File: config.mk
export PLATFORM = sky130hd
export DESIGN_NAME = soc_bus_mst
export DESIGN_NICKNAME = d
export VERILOG_FILES = /design/src/rtl/soc_pkg.sv /design/src/rtl/soc_bus_mst_tmo.sv /design/src/rtl/soc_bus_mst.sv
export SDC_FILE = /design/constraint.sdc
export NUM_CORES = 1
export LEC_CHECK = 0
export CORE_MARGIN = 3
export CORE_UTILIZATION = 37
export CTS_BUF_LIST = sky130_fd_sc_hd__clkbuf_8
export DETAILED_ROUTE_END_ITERATION = 7
export HOLD_SLACK_MARGIN = 0.06
export PLACE_DENSITY = 0.79
export SETUP_SLACK_MARGIN = 0.3
export SLEW_MARGIN = 40
export SYNTH_ARGS = -nofsm -noshare
export SYNTH_HDL_FRONTEND = slang
export SYNTH_SLANG_ARGS = --single-unit
File: constraint.sdc
create_clock -name clk -period 1.9 [get_ports clk]
set_clock_uncertainty 0.15 [all_clocks]
set_input_delay 0.285 -clock clk [delete_from_list [all_inputs] [get_ports clk]]
set_output_delay 0.285 -clock clk [all_outputs]
set_load 0.05 [all_outputs]
File: src/rtl/soc_pkg.sv
// Shared types and constants for the soc_if CSR bus initiator.
package soc_pkg;

  localparam int          SOC_BUS_AW       = 32;
  localparam logic [31:0] SOC_BUS_ERR_RDAT = 32'hDEAD_BEEF;

  typedef struct packed {
    logic [3:0]            we;
    logic [SOC_BUS_AW-1:0] addr;
    logic [31:0]           wdat;
  } soc_bus_cmd_t;

  typedef enum logic [1:0] {
    ST_IDLE   = 2'd0,
    ST_REQ    = 2'd1,
    ST_RDWAIT = 2'd2,
    ST_RSP    = 2'd3
  } soc_bus_mst_state_t;

endpackage

File: src/rtl/soc_bus_mst_tmo.sv
// Wait-for-rdy timeout counter; expired is high on the TIMEOUT_CYC-th waiting cycle.
module soc_bus_mst_tmo #(
  parameter int TIMEOUT_CYC = 1024
) (
  input  logic clk,
  input  logic rst,
  input  logic clr,
  input  logic inc,
  output logic expired
);

  localparam int CW = $clog2(TIMEOUT_CYC + 1);

  logic [CW-1:0] cnt_q;

  assign expired = (cnt_q == CW'(TIMEOUT_CYC - 1));

  always_ff @(posedge clk) begin
    if (rst || clr) begin
      cnt_q <= '0;
    end else if (inc && !expired) begin
      cnt_q <= cnt_q + CW'(1);
    end
  end

endmodule

File: src/rtl/soc_bus_mst.sv
// Single-outstanding soc_if initiator: command stream in, one bus transfer, response stream out.
// Optional wait-for-rdy timeout enabled by defining SOC_BUS_MST_TIMEOUT_EN.
module soc_bus_mst
  import soc_pkg::*;
#(
  parameter int AW          = 32,
  parameter int RD_LAT      = 1,
  parameter int TIMEOUT_CYC = 1024
) (
  input  logic          clk,
  input  logic          rst,
  input  logic          cmd_vld,
  output logic          cmd_rdy,
  input  logic [3:0]    cmd_we,
  input  logic [AW-1:0] cmd_addr,
  input  logic [31:0]   cmd_wdat,
  output logic          rsp_vld,
  input  logic          rsp_rdy,
  output logic [31:0]   rsp_rdat,
  output logic          rsp_wr,
  output logic          rsp_err,
  output logic          bus_vld,
  input  logic          bus_rdy,
  output logic [3:0]    bus_we,
  output logic [AW-1:0] bus_addr,
  output logic [31:0]   bus_wdat,
  input  logic [31:0]   bus_rdat
);

  localparam int         LAT_LAST_I = (RD_LAT > 0) ? RD_LAT - 1 : 0;
  localparam logic [1:0] LAT_LAST   = 2'(LAT_LAST_I);

  soc_bus_mst_state_t state_q;
  soc_bus_cmd_t       cmd_q;
  logic [1:0]         lat_cnt_q;
  logic [31:0]        rdat_q;
  logic               wr_q;
  logic               err_q;
  logic               cmd_acc;
  logic               tmo_hit;

  // Handshake-visible outputs decode straight from registered state, so none
  // of them depends combinationally on cmd_vld, bus_rdy or rsp_rdy.
  assign cmd_rdy  = (state_q == ST_IDLE);
  assign bus_vld  = (state_q == ST_REQ);
  assign rsp_vld  = (state_q == ST_RSP);
  assign cmd_acc  = cmd_vld & cmd_rdy;
  assign bus_we   = cmd_q.we;
  assign bus_addr = AW'(cmd_q.addr);
  assign bus_wdat = cmd_q.wdat;
  assign rsp_rdat = rdat_q;
  assign rsp_wr   = wr_q;
  assign rsp_err  = err_q;

`ifdef SOC_BUS_MST_TIMEOUT_EN
  logic tmo_expired;

  soc_bus_mst_tmo #(.TIMEOUT_CYC(TIMEOUT_CYC)) u_tmo (
    .clk     (clk),
    .rst     (rst),
    .clr     (cmd_acc),
    .inc     (bus_vld & ~bus_rdy),
    .expired (tmo_expired)
  );

  assign tmo_hit = bus_vld & ~bus_rdy & tmo_expired;
`else
  assign tmo_hit = 1'b0;
`endif

  always_ff @(posedge clk) begin
    if (rst) begin
      // NOTE: command/response registers are reset too, because they drive
      // bus_* and rsp_* directly and those outputs must read 0 out of reset.
      state_q   <= ST_IDLE;
      cmd_q     <= '0;
      lat_cnt_q <= '0;
      rdat_q    <= '0;
      wr_q      <= 1'b0;
      err_q     <= 1'b0;
    end else begin
      // NOTE: non-blocking assignments throughout, so every branch sees the
      // pre-edge value of state_q/cmd_q regardless of statement order.
      case (state_q)
        ST_IDLE: begin
          if (cmd_vld) begin
            cmd_q.we   <= cmd_we;
            cmd_q.addr <= SOC_BUS_AW'(cmd_addr & {{(AW-2){1'b1}}, 2'b00});
            cmd_q.wdat <= cmd_wdat;
            state_q    <= ST_REQ;
          end
        end
        ST_REQ: begin
          if (bus_rdy) begin
            lat_cnt_q <= '0;
            if (cmd_q.we != 4'b0000) begin
              rdat_q  <= '0;
              wr_q    <= 1'b1;
              err_q   <= 1'b0;
              state_q <= ST_RSP;
            end else if (RD_LAT == 0) begin
              rdat_q  <= bus_rdat;
              wr_q    <= 1'b0;
              err_q   <= 1'b0;
              state_q <= ST_RSP;
            end else begin
              state_q <= ST_RDWAIT;
            end
          end else if (tmo_hit) begin
            rdat_q  <= SOC_BUS_ERR_RDAT;
            wr_q    <= (cmd_q.we != 4'b0000);
            err_q   <= 1'b1;
            state_q <= ST_RSP;
          end
        end
        ST_RDWAIT: begin
          // First RDWAIT cycle is one cycle after the handshake.
          if (lat_cnt_q == LAT_LAST) begin
            rdat_q  <= bus_rdat;
            wr_q    <= 1'b0;
            err_q   <= 1'b0;
            state_q <= ST_RSP;
          end else begin
            lat_cnt_q <= lat_cnt_q + 2'd1;
          end
        end
        ST_RSP: begin
          if (rsp_rdy) begin
            state_q <= ST_IDLE;
          end
        end
        default: state_q <= ST_IDLE;
      endcase
    end
  end

endmodule
==> results.py, run 1 <==
metrics = {
    "outcome": {
        "status": "finished, final reports clean",
    },
    "die": {
        "start_util_pct": 38.9,
        "dieHeight_microns": 111,
        "die_w_microns": 111,
        "core_area_sq_mm": 0.0106,
        "rows": 37,
        "ios": 210,
        "dieArea_sq_mm": 0.0124,
    },
    "synthesis": {
        "yosysTopAreaCellShare_pct": 50.2,
        "synthFlopType": "dfxtp_1",
        "ys_types": 31,
        "yosysTopAreaCell": "dfxtp_1",
        "synth.most_common_cell": "nand2_1",
        "yosysWarnings": 0,
        "synthTopCellsByArea": "dfxtp_1 50%, nand2_1 15%, a21oi_1 9.0%",
        "yosysSeqAreaShare_pct": 50.2,
        "avgSynthCellArea_sq_um": 8.60,
        "synth_area_sq_mm": 0.00411,
        "synth-seq-cells": 103,
        "synth_cells": 478,
        "synthArstFlopShare_pct": 0,
        "synth_edf_count": 0,
        "synthTopCellsByCount": "167 x nand2_1, 103 x dfxtp_1, 74 x a21oi_1",
    },
    "timing": {
        "hold_ws_ns": 0.217,
        "post-route-worst-setup-slack_ns": 0.103,
        "rsz0062_at_grt": "true",
        "setup_violations": 0,
        "finalHoldViolations": 0,
        "fmax_ghz": 0.557,
        "min_period_ns": 1.80,
        "slew_violations": 0,
        "fin_crit_sh_pct": 94.6,
    },
    "global_route": {
        "grt_max_degree": 67,
        "antenna_found_initial": 0,
        "first_global_vias": 3884,
        "grt_pass1_wl_mm": 19.3,
        "grt-ovfl-total": 0,
        "grt_usage_pct": 18.8,
    },
    "cells_and_area": {
        "area_delta_synth_final_pct": 60.8,
        "diodes": 0,
        "fin_util_pct": 62.6,
        "final_layout_size_suffix_gt1_share_pct": 32.4,
        "instances_no_fill": 824,
        "fin_nets": 795,
    },
    "pwr": {
        "p_leak_nw": 2.54,
        "powerDensity_mw_per_mm2": 1340,
        "vdd_ir_drop_max_mv": 0.846,
        "power_mw": 8.83,
    },
    "place": {
        "dpl.hpwl_mm": 8.38,
        "pre_cts_ws_ns": -0.0616,
        "portBuffers": 204,
        "routabilityCongestion": 0.824,
        "dpl.cell_count": 794,
    },
    "clock_network": {
        "root_buffer": "clkbuf_8",
        "clk_latency_ns": 0.36,
        "cts_buffer_depth": 2,
        "ctsHoldBuffers": 0,
        "cts_made_buffers": 9,
        "cts_max_level": 3,
        "clk_pin_slew_ns": 0.09,
        "clock_sinks": 103,
        "cts_tree": "built",
    },
    "drt": {
        "wl_per_cell_microns": 15.4,
        "ant_nets": 0,
        "drt_first_pass_iters": 4,
        "routed-via-count": 4009,
        "routed_via_density": 4.87,
        "wl_mm": 12.7,
        "drt_iter0_markers": 269,
        "drc_errors": 0,
    },
    "setup_path": {
        "worstPathMaxFanout": 6,
        "rr_worst_depth": 8,
        "crit_path_start_kind": "flop",
        "r2r-start": "state_q[0]$_SDFFE_PP0P_",
        "path_class": "reg -> reg",
        "regToRegSetupSlack_ns": 0.10,
        "cp.required_ns": 2.05,
        "cp-startpoint": "state_q[0]$_SDFFE_PP0P_",
        "end_kind": "flop",
        "arrival_ns": 1.95,
    },
    "min_path": {
        "worstHoldStart": "rst",
        "hold_depth": 3,
        "hp-class": "in -> reg",
    },
    "job": {
        "maxCapViolCount": 0,
    },
}
[worst max-delay path: stages (launching register included)]
cell and delay, ns:
dfxtp_4 0.36, buf_6 0.12, ha_4 0.16, mux2i_2 0.17, a211oi_4 0.24, buf_6 0.18
clkbuf_16 0.15, nand3_2 0.08, a21oi_2 0.13
[area by class of cell]
cell class | count | area [sq um]
fill | 897 | 3950
timing repair buffer | 231 | 2270
sequential | 103 | 2070
multi-input combinational | 335 | 1910
tap | 136 | 170
clock buffer | 10 | 138
clock inverter | 5 | 26.3
inverter | 4 | 20.0
[cells in the final DEF (no fill, tap or decap), types with 2 or more instances in the layout]
master / count
a21oi_1: 72
a21oi_2: 31
buf_12: 10
buf_16: 2
buf_4: 102
buf_6: 4
clkbuf_16: 3
clkbuf_8: 10
clkdlybuf4s15_2: 7
clkdlybuf4s50_1: 101
conb_1: 3
dfxtp_1: 97
dfxtp_2: 4
dfxtp_4: 2
ha_4: 4
inv_1: 5
inv_6: 2
nand2_1: 166
nand2b_1: 3
nand3_1: 3
nand3_2: 29
nor2_1: 3
o21ai_0: 2
[sequential cells by signal (all words and copies together), names as in the netlist]
name,flops
bus_addr,30
bus_wdat,32
bus_we,4
lat_cnt_q,2
rsp_rdat,32
rsp_wr,1
state_q,2
[stage by stage]
| step | setup TNS [ns] | cell area (sq um) |
|---|---|---|
| CTS | 0 | 6510 |
| finish | 0 | 6610 |
| floorplan | 0 | 4180 |
| global route | 0 | 6610 |
| detailed placement | -0.570 | 6120 |
| global placement | -0.0331 | 6120 |
[timing repair]
item,4_1_cts,5_1_grt
gates resized for setup,42,5
setup buffers,6,3
endpoints found under the setup margin,48,99
pin swaps,15,2
cloned,3,3
[kinds of logic (layout without fill, tap and decap cells)]
logic type,after synthesis,in the layout,share of synthesized area (%)
other cells,1,3,0.0913
buf+inv,42,250,5.60
simple gates,215,215,25.2
mux,2,2,0.487
fa+ha+maj,6,6,1.83
compound gates,109,109,16.6
flops,103,103,50.2
[metal layers]
metal / share of wire [%] / routed length (microns) / global-route usage (%)
met5: 0 / 0 / 0
met4: 2.5 / 316 / 7.87
met3: 6.9 / 879 / 5.11
met2: 49 / 6260 / 31.8
met1: 41 / 5260 / 22.6
[where the power goes]
| group | switching, mW | internal, mW |
|---|---|---|
| registers | 0.209 | 2.51 |
| logic | 2.93 | 1.95 |
| clock network | 0.730 | 0.499 |
| total | 3.87 | 4.95 |
[final timing paths]
check | endpoint
hold reg to reg | bus_wdat[23]$_SDFFE_PP0P_
hold / removal | state_q[0]$_SDFFE_PP0P_
setup reg to reg | rsp_rdat[12]$_SDFFE_PP0P_
setup / recovery | rsp_rdat[12]$_SDFFE_PP0P_
No activity file was read; power rests on OpenSTA's default activity.
==> inputs of run 2 (changes only) <==
Settings changed: CORE_UTILIZATION 37 to 30, PLACE_DENSITY 0.79 to 0.67.
==> run 2 against run 1 <==
Via count grew 0.77%. Sequential cell count unchanged. Die area rose by 22%. Power rose by 4.4%. Sequential share of layout area decreased by 1.0 points. Clock power rose by 3%. Register-to-register slack worse by 0.07 ns. Wire length up 4.8%. Final cell count up 5.9%. Fmax down 3.9%.
==> results.py, run 2 (synthesized netlist as in run 1, its figures left out) <==
metrics = {
    "cells_and_area": {
        "final_common_cell": "nand2_1",
        "fin_nets": 803,
        "nFillCells": 1229,
        "final_cell_mix": "166 x nand2_1, 103 x buf_4, 101 x clkdlybuf4s50_1",
        "design_area_sq_mm": 0.00683,
        "fin_util_pct": 51.3,
        "diodes": 0,
        "area_delta_synth_final_pct": 66.1,
        "instances_no_fill": 873,
        "final_layout_size_suffix_gt1_share_pct": 34.1,
    },
    "pwr": {
        "p_leak_nw": 2.58,
        "p_sw_mw": 4.10,
        "vdd_ir_drop_max_mv": 1.22,
        "combPwrFrac_pct": 57.0,
        "clkPwrFrac_pct": 13.8,
        "sw_frac_of_total_pct": 44.5,
        "p_int_mw": 5.11,
        "powerDensity_mw_per_mm2": 1350,
        "seqPwrFrac_pct": 29.2,
    },
    "global_route": {
        "grt_usage_pct": 15.6,
        "grt_pass1_wl_mm": 18.5,
        "antenna_found_initial": 0,
        "grt_max_degree": 67,
        "grt-ovfl-total": 0,
        "first_global_vias": 3730,
    },
    "clock_network": {
        "clk_pin_slew_ns": 0.09,
        "clk_latency_ns": 0.37,
        "cts_made_buffers": 9,
        "cts_tree": "built",
        "root_buffer": "clkbuf_8",
        "clock_sinks": 103,
        "cts_buffer_depth": 2,
        "ctsHoldBuffers": 0,
        "cts_max_level": 3,
    },
    "drt": {
        "ant_nets": 0,
        "wl_per_cell_microns": 15.3,
        "met1_length_mm": 5.66,
        "drt_first_pass_iters": 4,
        "wl_met2_mm": 6.29,
        "met3_length_mm": 1.12,
        "routed-via-count": 4040,
        "drc_errors": 0,
        "wl_mm": 13.3,
        "highest_layer": "met4",
        "drt_iter0_markers": 151,
        "routed_via_density": 4.63,
    },
    "setup_path": {
        "crit_path_start_kind": "flop",
        "crit_path_top_delay_cell": "dfxtp_4",
        "slowest_delay_ns": 0.36,
        "end_kind": "flop",
        "cp.required_ns": 2.06,
        "cp_common_cell": "buf_6",
        "rr_worst_depth": 8,
        "worstPathMaxFanout": 4,
        "path_cells": "buf_6 > ha_4 > mux2i_4 > a211oi_4 > buf_6 > clkbuf_16 > nand3_1 > a21oi_1",
        "critPathTopFamily": "buffers and inverters",
        "critPathBufInv": 3,
        "arrival_ns": 2.03,
        "path_class": "reg -> reg",
        "cp.depth": 8,
    },
    "place": {
        "dpl.hpwl_mm": 8.48,
        "portBuffers": 204,
        "dpl.cell_count": 837,
        "routabilityCongestion": 0.751,
        "placed_cell_area_sq_mm": 0.00621,
    },
    "timing": {
        "rsz0062_at_grt": "true",
        "fin_crit_sh_pct": 98.4,
        "min_period_ns": 1.87,
        "slew_violations": 0,
        "setup_violations": 0,
        "finalHoldViolations": 0,
        "fmax_ghz": 0.535,
    },
    "die": {
        "core_area_sq_mm": 0.0133,
        "rows": 42,
        "die_w_microns": 123,
        "dieHeight_microns": 123,
        "dieArea_sq_mm": 0.0151,
        "ios": 210,
        "start_util_pct": 30.9,
    },
    "outcome": {
        "status": "finished, final reports clean",
    },
    "job": {
        "maxCapViolCount": 0,
    },
    "min_path": {
        "hold_depth": 2,
        "hp-class": "in -> reg",
    },
}
[run 2: layout make-up]
type | count | area (sq um) | area share [%]
multi-input combinational | 335 | 1990 | 29.1
clock buffer | 10 | 138 | 2.02
inverter | 4 | 20.0 | 0.293
timing repair buffer | 239 | 2350 | 34.4
tap | 176 | 220 | 3.23
sequential | 103 | 2070 | 30.4
clock inverter | 6 | 37.5 | 0.550
[run 2: power by group through the flow]
stage                     registers [mW]  clock network (mW)  logic, mW
final                               2.69                1.27       5.25
after global routing                2.74                1.42       5.55
after CTS                           2.70                1.33       4.61
after detailed placement            2.76                   0       4.19
after global placement              2.73                   0       4.13
after floorplan                     3.80                   0       1.81
[run 2: metal layers]
layer  GRT usage [%]  up-vias
li1                -     1985
met1            19.7     1895
met2            24.7      142
met3            5.86       18
met4            4.98        0
met5               0        -
[run 2: repair_timing]
action / CTS / global route
gates resized for setup: 49 / 25
gates cloned: 2 / 6
buffers inserted: 5 / 7
pin swaps: 5 / 43
setup endpoints to repair: 52 / 109
[run 2: path summary, 6_finish.rpt]
kind                                   from                        end  slack [ns]
setup / recovery    state_q[0]$_SDFFE_PP0P_   rsp_rdat[0]$_SDFFE_PP0P_        0.03
hold / removal                          rst  rsp_rdat[30]$_SDFFE_PP0P_        0.11
setup reg to reg    state_q[0]$_SDFFE_PP0P_   rsp_rdat[0]$_SDFFE_PP0P_        0.03
hold reg to reg   bus_wdat[19]$_SDFFE_PP0P_  bus_wdat[19]$_SDFFE_PP0P_        0.31
[run 2: stage by stage]
stage	TNS (ns)	worst slack [ns]	power, mW	hold slack, ns
global route	-0.376	-0.0225	9.70	0.0654
global placement	-0.0480	-0.0151	6.86	0.291
floorplan	0	0.155	5.61	0.264
CTS	0	0.0760	8.64	0.0717
finish	0	0.0297	9.22	0.106
detailed placement	-0.242	-0.0509	6.95	0.297
